--- src/rtl/mux2_rr_arbiter_if.sv ---
// Requester, mux-control and consumer-side signals of the 2:1 round-robin arbiter.
// Handshake: a word moves to the consumer on a rising edge where out_valid=1 and
// out_ready=1; a requester word is captured on the edge where its gnt is high.
interface mux2_rr_arbiter_if #(
    parameter int WIDTH = 4,
    parameter int CNT_W = 8
);
    logic             req0;
    logic [WIDTH-1:0] data0;
    logic             gnt0;
    logic             req1;
    logic [WIDTH-1:0] data1;
    logic             gnt1;
    logic [WIDTH-1:0] out_data;
    logic             out_valid;
    logic             out_ready;
    logic             sel;
    logic             en;
    logic [CNT_W-1:0] xfer_count;
    logic             state_dbg;

    modport slave (
        input  req0, data0, req1, data1, out_ready,
        output gnt0, gnt1, out_data, out_valid, sel, en, xfer_count, state_dbg
    );

    modport master (
        output req0, data0, req1, data1, out_ready,
        input  gnt0, gnt1, out_data, out_valid, sel, en, xfer_count, state_dbg
    );
endinterface

--- src/rtl/mux2_rr_arbiter.sv ---
// Round-robin arbiter in front of a shared 2:1 mux with a one-entry output buffer.
// A new word is accepted when the buffer is empty or drained in the same cycle.
module mux2_rr_arbiter #(
    parameter int WIDTH = 4,
    parameter int CNT_W = 8
) (
    input  logic                   clk,
    input  logic                   reset_n,
    mux2_rr_arbiter_if.slave       bus
);
    typedef enum logic {
        EMPTY = 1'b0,
        FULL  = 1'b1
    } state_e;

    state_e           state_q;
    logic [WIDTH-1:0] data_q;
    logic [WIDTH-1:0] data_d;
    logic             sel_q;
    logic             last_grant_q;
    logic [CNT_W-1:0] cnt_q;
    logic [CNT_W-1:0] cnt_d;

    logic drain;
    logic accept;
    logic winner;
    logic gnt0;
    logic gnt1;
    logic grant;

    assign drain  = (state_q == FULL) & bus.out_ready;
    assign accept = (state_q == EMPTY) | bus.out_ready;

    // On a tie the requester that did not win last time takes the slot.
    assign winner = (bus.req0 & bus.req1) ? ~last_grant_q : bus.req1;

    assign gnt0  = reset_n & accept & bus.req0 & ~winner;
    assign gnt1  = reset_n & accept & bus.req1 & winner;
    assign grant = gnt0 | gnt1;

    assign data_d = winner ? bus.data1 : bus.data0;
    assign cnt_d  = cnt_q + 1'b1;

    always_ff @(posedge clk) begin
        if (!reset_n) begin
            state_q      <= EMPTY;
            data_q       <= '0;
            sel_q        <= 1'b0;
            last_grant_q <= 1'b1;
            cnt_q        <= '0;
        end else begin
            case (state_q)
                EMPTY: if (grant) state_q <= FULL;
                FULL:  if (drain && !grant) state_q <= EMPTY;
            endcase
            if (grant) begin
                data_q       <= data_d;
                sel_q        <= winner;
                last_grant_q <= winner;
            end
            if (drain) begin
                cnt_q <= cnt_d;
            end
        end
    end

    assign bus.gnt0       = gnt0;
    assign bus.gnt1       = gnt1;
    assign bus.out_data   = data_q;
    assign bus.out_valid  = (state_q == FULL);
    assign bus.en         = (state_q == FULL);
    assign bus.sel        = sel_q;
    assign bus.xfer_count = cnt_q;
    assign bus.state_dbg  = state_q;
endmodule

--- src/flat_wrapper.sv ---
// flat-port wrapper written by rule: the top's interface ports become plain ports
module mux2_rr_arbiter_flat 
#(
    parameter int WIDTH = 4,
    parameter int CNT_W = 8
)
  (clk, reset_n, bus_req0, bus_data0, bus_req1, bus_data1, bus_out_ready, bus_gnt0, bus_gnt1, bus_out_data, bus_out_valid, bus_sel, bus_en, bus_xfer_count, bus_state_dbg);
  mux2_rr_arbiter_if #(.WIDTH(WIDTH), .CNT_W(CNT_W)) bus_i ();
  input  logic clk;
  input  logic reset_n;
  input wire logic [$bits(bus_i.req0)-1:0] bus_req0;
  input wire logic [$bits(bus_i.data0)-1:0] bus_data0;
  input wire logic [$bits(bus_i.req1)-1:0] bus_req1;
  input wire logic [$bits(bus_i.data1)-1:0] bus_data1;
  input wire logic [$bits(bus_i.out_ready)-1:0] bus_out_ready;
  output wire logic [$bits(bus_i.gnt0)-1:0] bus_gnt0;
  output wire logic [$bits(bus_i.gnt1)-1:0] bus_gnt1;
  output wire logic [$bits(bus_i.out_data)-1:0] bus_out_data;
  output wire logic [$bits(bus_i.out_valid)-1:0] bus_out_valid;
  output wire logic [$bits(bus_i.sel)-1:0] bus_sel;
  output wire logic [$bits(bus_i.en)-1:0] bus_en;
  output wire logic [$bits(bus_i.xfer_count)-1:0] bus_xfer_count;
  output wire logic [$bits(bus_i.state_dbg)-1:0] bus_state_dbg;
  assign bus_i.req0 = bus_req0;
  assign bus_i.data0 = bus_data0;
  assign bus_i.req1 = bus_req1;
  assign bus_i.data1 = bus_data1;
  assign bus_i.out_ready = bus_out_ready;
  assign bus_gnt0 = bus_i.gnt0;
  assign bus_gnt1 = bus_i.gnt1;
  assign bus_out_data = bus_i.out_data;
  assign bus_out_valid = bus_i.out_valid;
  assign bus_sel = bus_i.sel;
  assign bus_en = bus_i.en;
  assign bus_xfer_count = bus_i.xfer_count;
  assign bus_state_dbg = bus_i.state_dbg;
  mux2_rr_arbiter #(.WIDTH(WIDTH), .CNT_W(CNT_W)) u_core (.clk(clk), .reset_n(reset_n), .bus(bus_i));
endmodule
--- config.mk ---
export PLATFORM = sky130hd
export DESIGN_NAME = mux2_rr_arbiter_flat
export DESIGN_NICKNAME = d
export VERILOG_FILES = /design/src/rtl/mux2_rr_arbiter_if.sv /design/src/rtl/mux2_rr_arbiter.sv /design/src/flat_wrapper.sv
export SDC_FILE = /design/constraint.sdc
export NUM_CORES = 1
export LEC_CHECK = 0
export CAP_MARGIN = 20
export CELL_PAD_IN_SITES_DETAIL_PLACEMENT = 1
export CELL_PAD_IN_SITES_GLOBAL_PLACEMENT = 1
export CORE_MARGIN = 4
export CORE_UTILIZATION = 31
export DETAILED_ROUTE_END_ITERATION = 12
export GPL_ROUTABILITY_DRIVEN = 0
export GPL_TIMING_DRIVEN = 0
export PLACE_DENSITY_LB_ADDON = 0.1
export SKIP_CTS_REPAIR_TIMING = 1
export SYNTH_ARGS = -nofsm -noshare
export SYNTH_HDL_FRONTEND = slang
export SYNTH_SLANG_ARGS = --single-unit
export TNS_END_PERCENT = 10
--- constraint.sdc ---
create_clock -name clk -period 2.8 [get_ports clk]
set_clock_uncertainty 0.15 [all_clocks]
set_input_delay 0.42 -clock clk [delete_from_list [all_inputs] [get_ports clk]]
set_output_delay 0.42 -clock clk [all_outputs]
set_load 0.005 [all_outputs]
[Word-level counts from Yosys, hierarchy flattened]
Index checks and enable logic that the tools add are counted.
Storage, ports and cells
  latch bits: 0
  RAM bits: 0
  memory bits (read-only): 0
  bits in registers: 15
  memories kept: 0
  input bits: 13
Operators by class
  shifts and indexed selects: 0
  add/sub/neg operators: 1
  multiply operators: 0
  equality and inequality tests: 0
  $lt $le $gt $ge: 0
  bitwise operators: 12
  muxes and demuxes: 5
  div/mod/pow operators: 0
  reduce and logical (&&, ||, !) cells: 2
Operators by type and width (count)
  $add A8 B1 Y8 const B: 1
  $and A1 B1 Y1: 7
  $mux W4: 1
  $mux W1: 3
  $not A1 Y1: 3
  $or A1 B1 Y1: 2
  $pmux W1 S2: 1
  $logic_and A1 B1 Y1: 1
  $logic_not A1 Y1: 1

[Longest topological paths before layout]
Gate-level depths: netlist of run 1.
  depth after elaboration: 10
  gate-level depth with buffers: 4
  mapped depth without buffers: 4

[Worst setup path after synthesis of run 1]
Ideal clock, no wire load.
  path type: input-to-output
  start point: input bus_req1
  end point: output bus_gnt0
  path slack: 1291 ps
  arrival: 939 ps
  stages on the path: 2
  path through: a21boi_0 > nor4_1
On the way
  word-level cells in the longest chain between the ends: 4
RTL lines
  from (decl): RTL line flat_wrapper.sv:13  | input wire logic [$bits(bus_i.req1)-1:0] bus_req1;
  $and A1 B1 Y1: RTL line mux2_rr_arbiter.sv:35  | assign winner = (bus.req0 & bus.req1) ? ~last_grant_q : bus.req1;
  $mux W1 *: RTL line mux2_rr_arbiter.sv:35
  $not A1 Y1 *: RTL line mux2_rr_arbiter.sv:37  | assign gnt0 = reset_n & accept & bus.req0 & ~winner;
  $and A1 B1 Y1 *: RTL line mux2_rr_arbiter.sv:37
  to (decl): RTL line flat_wrapper.sv:16  | output wire logic [$bits(bus_i.gnt0)-1:0] bus_gnt0;
Mark *: on every way between the ends. The rest lies on a longest branch, timed or not.

[Worst setup path after layout of run 1]
Ends and elaborated chain as after synthesis.

==> impl_metrics.yaml, run 1 <==
run_status:
  outcome: "complete, no violations"
setup_path:
  critPathCapture: "bus_gnt0"
  reg2reg_from: "u_core.bus.en"
  crit_arrival_ns: 2.15
  cp_cell_sequence: "clkdlybuf4s50_1, a21boi_0, nor4_1, clkdlybuf4s50_1"
  worstSetupPathType: "input port to output port"
  start_kind: "input port"
  crit_cells: 4
  required_ns: 2.23
  crit_path_max_fanout: 6
  crit_path_frequent_cell: "clkdlybuf4s50_1"
  crit_buf_inv: 2
  crit_slowest_cell: "a21boi_0"
  rr_worst_depth: 4
  regToRegSetupSlack_ns: 1.18
  max_stage_delay_ns: 0.62
  crit_start: "bus_req1"
  critical-path-top-delay-family: "buffers and inverters"
  timing.rr.end: "u_core.bus.out_data[2]"
  crit_path_end_kind: "output port"
sta:
  hold_viol: 0
  grt_setup_unrepaired: "true"
  maxSlewViolCount: 0
  max_freq_mhz: 367
  max_slew_margin_pct: 50.7
  setup_viol: 0
  setup_ws_ns: 0.0787
  period_share_pct: 97.2
  period_needed_ns: 2.72
  max_slew.worst_pin.slew_ns: 0.732
die:
  die_area_sq_um: 3150
  die_height_um: 56.1
  fp.dieW_um: 56.1
  coreArea_sq_um: 2210
  rows: 17
  start_util_pct: 32.5
  io-pin-count: 31
grt:
  grt_max_degree: 11
  grt_pass1_vias: 814
  track_usage_pct: 13.9
  grt_pass1_wl_um: 3510
  antenna_found_initial: 0
  globalRouteOverflowTotal: 0
place:
  dpl_worst_slack_ns: -0.138
  numPortBuffers: 30
  place.detailed.hpwl_um: 1520
  place.detailed.instances: 143
power_and_ir_drop:
  leakagePower_nw: 0.394
  powerDensity_nw_per_um2: 408
  power_mw: 0.442
  ir_worst_vdd_mv: 0.162
synthesis:
  yosysSeqAreaShare_pct: 41.8
  synth_seq_cells: 15
  synth-async-reset-ratio_pct: 0
  synthTopCellsByArea: "dfxtp_1 42%, nand2_1 6.3%, a21oi_1 5.6%"
  synth_edf_count: 0
  synth_area_sq_um: 718
  synth_area_leader_cell: "dfxtp_1"
  synthCells: 85
  yosys_warnings: 0
  syn_nets: 99
  yosys_most_used_dff: "dfxtp_1"
  synth.top_cell.area_share_pct: 41.8
  synth_cell_types: 31
  syn_avg_cell_area_sq_um: 8.45
drt:
  vias: 760
  wl_per_cell_um: 13.3
  drt_iter0_drc: 9
  firstDrtPassIters: 4
  drc: 0
  viasPerCell: 5.17
  postRouteAntennaNets: 0
  routed_wl_um: 1960
hold_path:
  hold-path-cell-count: 2
  holdCritPathClass: "flip-flop to flip-flop"
flow_run:
  drv_cap: 0
clock_tree:
  cts_buffers: 3
  clockBufferDepth: 2
  cts.sinks: 15
  clk_latency_ns: 0.27
  cts_tree: "built"
  cts-htree-levels: 1
  path_clk_slew_ns: 0.09
  root_buffer: "clkbuf_4"
cells_and_area:
  nets: 134
  area_growth_pct: 50.9
  final_core_util_pct: 49.0
  stdcell_count: 147
  diodes: 0
  drive_above_1_share_pct: 11.8
## layout make-up
cell class	instances	area [sq um]
multi-input combinational	61	374
fill	282	1130
buffer	5	30.0
sequential	15	300
clock buffer	4	26.3
inverter	4	15.0
tap	28	35.0
timing repair buffer	30	303
## registers in the layout (all words and copies together) (netlist names)
name / count
u_core.bus.out_data: 4
u_core.bus.xfer_count: 8
u_core.bus.sel: 1
u_core.bus.en: 1
u_core.last_grant_q: 1
## cells in the mapped netlist, types with 2 or more instances
| cell type | instances |
|---|---|
| or3_1 | 3 |
| o21ai_0 | 5 |
| nor2_1 | 2 |
| or4_1 | 2 |
| dfxtp_1 | 15 |
| buf_4 | 2 |
| nand3_1 | 3 |
| nand2_1 | 12 |
| a311oi_1 | 4 |
| a21oi_1 | 8 |
| o31ai_1 | 2 |
| nand4_1 | 2 |
| inv_1 | 4 |
| a31oi_1 | 4 |
## cell families (layout without fill, tap and decap cells)
kind of cell,count (synthesis),count (layout),synth area share (%)
simple gates,32,32,24.9
compound gates,26,26,23.0
xor+xnor,2,2,2.44
flops,15,15,41.8
buf+inv,9,43,6.09
fa+ha+maj,1,1,1.74
## routing by layer
layer	wire length [um]	part of all wire (%)	global-route usage, %
met5	0	0	0
met4	14	0.72	5.08
met3	117	6.0	3.02
met2	1010	52	25.0
met1	811	41	15.8
## cells in the final DEF, fill, tap and decap left out, types with 2 or more instances in the layout
| master | count |
|---|---|
| clkbuf_4 | 3 |
| nand2_1 | 12 |
| clkbuf_2 | 2 |
| o21ai_0 | 5 |
| dfxtp_1 | 15 |
| a311oi_1 | 4 |
| buf_4 | 2 |
| or4_1 | 2 |
| or3_1 | 3 |
| a31oi_1 | 4 |
| nand3_1 | 3 |
| nand4_1 | 2 |
| inv_1 | 4 |
| nor2_1 | 2 |
| o31ai_1 | 2 |
| a21oi_1 | 8 |
| clkdlybuf4s50_1 | 29 |
## power breakdown
part           internal [mW]  total (mW)  switching, mW
Sequential             0.223       0.232        0.00860
Clock                 0.0551       0.123         0.0680
Combinational         0.0529      0.0872         0.0343
Total                  0.331       0.442          0.111
## worst register-to-register path: stages, from the launching register on
cell and delay (ns):
dfxtp_1 0.52, or2b_1 0.26, clkbuf_2 0.18, and3_4 0.22, a311oi_1 0.21
## how the worst min path moves through the flow
stage                                   startpoint                       end  slack [ns]
final                               u_core.bus.sel            u_core.bus.sel        0.33
after global routing                u_core.bus.sel            u_core.bus.sel        0.36
after CTS                           u_core.bus.sel            u_core.bus.sel        0.34
after detailed placement            u_core.bus.sel            u_core.bus.sel        0.32
after global placement    u_core.bus.xfer_count[7]  u_core.bus.xfer_count[7]        0.31
after floorplan           u_core.bus.xfer_count[7]  u_core.bus.xfer_count[7]        0.32
## stage by stage
step,area [sq um],TNS [ns],hold WS [ns]
CTS,1080,-0.147,0.336
floorplan,718,0,0.318
detailed placement,1050,-0.138,0.320
finish,1080,0,0.333
global route,1080,-0.0345,0.359
global placement,1050,-0.0647,0.307
No activity file was read; power rests on OpenSTA's default activity.
==> run 2, diff against run 1 <==
--- a/config.mk
+++ b/config.mk
@@ -13,6 +13,7 @@
 export DETAILED_ROUTE_END_ITERATION = 12
 export GPL_ROUTABILITY_DRIVEN = 0
 export GPL_TIMING_DRIVEN = 0
+export MAX_ROUTING_LAYER = met4
 export PLACE_DENSITY_LB_ADDON = 0.1
 export SKIP_CTS_REPAIR_TIMING = 1
 export SYNTH_ARGS = -nofsm -noshare
==> run 2 against run 1 <==
Effect of this change:
- combinational power about the same
- total power hardly changed
- critical path depth unchanged
- maximum frequency is essentially flat
- non-clock buffer count stayed put
- design area did not move
- sequential power about the same
==> impl_metrics.yaml, run 2 (same netlist as run 1, synthesis figures left out) <==
cells_and_area:
  nets: 134
  largest_reg_flops: 8
  layout_commonest_cell: "clkdlybuf4s50_1"
  register_area_sq_um: 300
  nFillCells: 282
  final_cell_mix: "29 x clkdlybuf4s50_1, 15 x dfxtp_1, 12 x nand2_1"
  area_growth_pct: 50.9
  final_cell_area_sq_um: 1080
  diodes: 0
  drive_above_1_share_pct: 11.8
  multi_input_area_sq_um: 374
drt:
  viasPerCell: 5.17
  postRouteAntennaNets: 0
  vias: 760
  routed_wl_um: 1960
  drc: 0
  drt_iter0_drc: 9
  wl_per_cell_um: 13.3
  firstDrtPassIters: 4
hold_path:
  holdCritPathClass: "flip-flop to flip-flop"
  worstHoldEndpoint: "u_core.bus.sel"
  hold_start: "u_core.bus.sel"
  hold-path-cell-count: 2
sta:
  grt_setup_unrepaired: "true"
  max_slew_margin_pct: 50.9
  period_needed_ns: 2.72
  max_slew.worst_pin.slew_ns: 0.731
  max_freq_mhz: 368
  setup_viol: 0
  hold_viol: 0
  maxSlewViolCount: 0
  hold_ws_ns: 0.333
  period_share_pct: 97.1
power_and_ir_drop:
  p_switching_mw: 0.111
  p_seq_share_pct: 52.4
  ir_worst_vdd_mv: 0.162
  swShare_pct: 25.1
  powerDensity_nw_per_um2: 408
  leakagePower_nw: 0.394
  clkPwrFrac_pct: 27.9
  internal-power_mw: 0.331
  power_frac_comb_pct: 19.7
grt:
  grt_max_degree: 11
  grt_pass1_vias: 814
  globalRouteOverflowTotal: 0
  antenna_found_initial: 0
  track_usage_pct: 14.3
  grt_pass1_wl_um: 3510
setup_path:
  crit_arrival_ns: 2.15
  rr_worst_depth: 4
  crit_path_max_fanout: 6
  timing.rr.end: "u_core.bus.out_data[2]"
  required_ns: 2.23
  worstSetupPathType: "input port to output port"
  regToRegSetupSlack_ns: 1.18
  start_kind: "input port"
  reg2reg_from: "u_core.bus.en"
  crit_path_end_kind: "output port"
clock_tree:
  clk_latency_ns: 0.27
  root_buffer: "clkbuf_4"
  path_clk_slew_ns: 0.09
  cts_tree: "built"
  cts.sinks: 15
  cts_buffers: 3
  cts-htree-levels: 1
  clockBufferDepth: 2
die:
  fp.dieW_um: 56.1
  start_util_pct: 32.5
  coreArea_sq_um: 2210
  rows: 17
  io-pin-count: 31
  die_height_um: 56.1
  die_area_sq_um: 3150
flow_run:
  drv_cap: 0
place:
  place.detailed.hpwl_um: 1520
  placed_cell_area_sq_um: 1050
  numPortBuffers: 30
run_status:
  outcome: "complete, no violations"
run 2: layer usage:
| layer | track usage, % | up-vias | wire, um |
|---|---|---|---|
| met5 | - | - | 0 |
| met4 | 5.08 | 0 | 14 |
| met3 | 2.78 | 2 | 109 |
| met2 | 25.0 | 23 | 1010 |
| met1 | 16.0 | 358 | 819 |
| li1 | - | 377 | - |
run 2: power by group through the flow:
stage | Combinational, mW | Clock, mW | Sequential, mW
2_1_floorplan | 0.0351 | 0 | 0.236
3_3_place_gp | 0.0858 | 0 | 0.236
3_5_place_dp | 0.0879 | 0 | 0.237
4_1_cts | 0.0882 | 0.130 | 0.232
5_1_grt | 0.0965 | 0.142 | 0.234
6_report | 0.0872 | 0.123 | 0.232
run 2: worst max-delay path by stage:
stage	startpoint	endpoint	slack (ns)	cells past startpoint
after floorplan	bus_req1	bus_gnt0	1.29	2
after global placement	reset_n	bus_gnt1	-0.06	5
after detailed placement	reset_n	bus_gnt1	-0.14	5
after CTS	reset_n	bus_gnt1	-0.15	5
after global routing	bus_req0	bus_gnt0	-0.03	4
final	bus_req1	bus_gnt0	0.08	4
run 2: critical path, stage by stage:
cell	delay (ns)
clkdlybuf4s50_1	0.50
a21boi_0	0.61
nor4_1	0.13
clkdlybuf4s50_1	0.48
run 2: stage by stage:
stage | util [%] | setup WS [ns] | total power, mW | cells | TNS [ns]
6_report | 49.0 | 0.0801 | 0.442 | 147 | 0
2_1_floorplan | - | 1.29 | 0.271 | 85 | 0
3_5_place_dp | 47.6 | -0.138 | 0.325 | 143 | -0.138
4_1_cts | 48.8 | -0.147 | 0.450 | 147 | -0.147
5_1_grt | 49.0 | -0.0345 | 0.473 | 147 | -0.0345
3_3_place_gp | 47.6 | -0.0647 | 0.322 | 143 | -0.0647
run 2: area by class of cell:
cell class / count / share of cell area, %
multi-input combinational: 61 / 34.5
clock buffer: 4 / 2.42
inverter: 4 / 1.39
timing repair buffer: 30 / 27.9
buffer: 5 / 2.77
sequential: 15 / 27.7
tap: 28 / 3.23
==> run 3, diff against run 2 <==
--- a/config.mk
+++ b/config.mk
@@ -10,9 +10,9 @@
 export CELL_PAD_IN_SITES_GLOBAL_PLACEMENT = 1
 export CORE_MARGIN = 4
 export CORE_UTILIZATION = 31
+export CTS_BUF_LIST = sky130_fd_sc_hd__clkbuf_16
 export DETAILED_ROUTE_END_ITERATION = 12
 export GPL_ROUTABILITY_DRIVEN = 0
-export GPL_TIMING_DRIVEN = 0
 export MAX_ROUTING_LAYER = met4
 export PLACE_DENSITY_LB_ADDON = 0.1
 export SKIP_CTS_REPAIR_TIMING = 1
==> run 3 against run 2 <==
Effect of this change:
- global-route usage is 0.74 points lower
- maximum frequency increased by 11%
- clock-buffer cell count down 1
- clock power increased by 130%
- cell count shrank 0.68%
- design area up 4.7%
- flip-flop and latch count unchanged
- non-clock buffer count fell by 1
- sequential share of layout area down 1.3 points
- largest cell class unchanged
==> impl_metrics.yaml, run 3 (same netlist as run 1, synthesis figures left out) <==
sta:
  grt_setup_unrepaired: "false"
  tns_ns: 0
  max_slew.worst_pin.slew_ns: 0.308
  max_freq_mhz: 409
  maxSlewViolCount: 0
  setup_viol: 0
  period_needed_ns: 2.45
  max_slew_margin_pct: 79.5
  period_share_pct: 87.3
  hold_viol: 0
clock_tree:
  cts-htree-levels: 1
  cts.sinks: 15
  cts_tree: "built"
  root_buffer: "clkbuf_16"
  path_clk_slew_ns: 0.05
  clk_latency_ns: 0.24
  clockBufferDepth: 2
  cts_buffers: 3
setup_path:
  max_stage_delay_ns: 0.53
  start_kind: "input port"
  required_ns: 2.23
  cp_cell_sequence: "clkdlybuf4s50_1, a21bo_2, nor3_1, clkdlybuf4s50_1"
  crit_path_frequent_cell: "clkdlybuf4s50_1"
  crit_path_end_kind: "output port"
  worstSetupPathType: "input port to output port"
  reg2reg_from: "u_core.bus.en"
  crit_path_max_fanout: 5
  crit_slowest_cell: "clkdlybuf4s50_1"
  crit_arrival_ns: 1.88
  rr_worst_depth: 3
  crit_start: "bus_req1"
die:
  rows: 17
  die_area_sq_um: 3150
  die_height_um: 56.1
  coreArea_sq_um: 2210
  fp.dieW_um: 56.1
  start_util_pct: 32.5
  io-pin-count: 31
grt:
  grt_pass1_wl_um: 3350
  grt_max_degree: 13
  track_usage_pct: 13.5
  grt_pass1_vias: 755
  globalRouteOverflowTotal: 0
  antenna_found_initial: 0
cells_and_area:
  final_cell_area_sq_um: 1130
  largest_reg_flops: 8
  diodes: 0
  nets: 133
  multi_input_area_sq_um: 374
  final_cell_mix: "30 x clkdlybuf4s50_1, 15 x dfxtp_1, 12 x nand2_1"
  layout_commonest_cell: "clkdlybuf4s50_1"
  drive_above_1_share_pct: 11.9
  nFillCells: 272
  final_core_util_pct: 51.3
  register_area_sq_um: 300
  area_growth_pct: 58.0
power_and_ir_drop:
  p_switching_mw: 0.129
  clkPwrFrac_pct: 46.7
  ir_worst_vdd_mv: 0.261
  power_mw: 0.597
  power_frac_comb_pct: 14.4
  leakagePower_nw: 0.409
  powerDensity_nw_per_um2: 526
  p_seq_share_pct: 38.9
  internal-power_mw: 0.468
  swShare_pct: 21.7
run_status:
  outcome: "complete, no violations"
drt:
  wl_per_cell_um: 13.0
  drt_iter0_drc: 1
  postRouteAntennaNets: 0
  vias: 727
  routed_wl_um: 1900
  viasPerCell: 4.98
  firstDrtPassIters: 4
  drc: 0
flow_run:
  drv_cap: 0
hold_path:
  hold-path-cell-count: 2
  hold_start: "u_core.bus.sel"
  holdCritPathClass: "flip-flop to flip-flop"
place:
  numPortBuffers: 30
  placed_cell_area_sq_um: 1050
  place.detailed.hpwl_um: 1460
[run 3: power by group through the flow]
stage | combinational [mW] | clock [mW] | sequential [mW]
floorplan | 0.0351 | 0 | 0.236
global placement | 0.0860 | 0 | 0.236
detailed placement | 0.0872 | 0 | 0.236
CTS | 0.0877 | 0.287 | 0.232
global route | 0.0948 | 0.297 | 0.234
finish | 0.0861 | 0.279 | 0.232
[run 3: layer usage]
layer | track usage, % | share of wire [%]
met5 | - | 0
met4 | 5.08 | 0.68
met3 | 2.78 | 7.2
met2 | 22.5 | 49
met1 | 16.0 | 43
[run 3: stage by stage]
step / hold slack (ns) / setup slack [ns] / instances
4_1_cts: 0.328 / 0.336 / 146
3_5_place_dp: 0.321 / 0.352 / 142
6_report: 0.327 / 0.355 / 146
2_1_floorplan: 0.318 / 1.29 / 85
3_3_place_gp: 0.307 / 0.366 / 142
5_1_grt: 0.367 / 0.215 / 146
[run 3: area by class of cell]
cell class | instances | share of cell area, %
clock buffers | 3 | 6.62
multi-input cells | 61 | 33.0
repair buffers | 34 | 29.1
well taps | 28 | 3.09
flip-flops and latches | 15 | 26.5
inverters | 4 | 1.32
clock inverters | 1 | 0.441
[run 3: path summary, 6_finish.rpt]
path	to	slack, ns
setup / recovery	bus_gnt1	0.35
hold / removal	u_core.bus.sel	0.33
setup reg to reg	u_core.bus.xfer_count[7]	1.23
hold reg to reg	u_core.bus.sel	0.33
[run 3: critical path: cells and delay by family]
family / cells / cell delay [ns]
simple gates: 1 / 0.17
buf+inv: 2 / 1.03
compound gates: 1 / 0.26
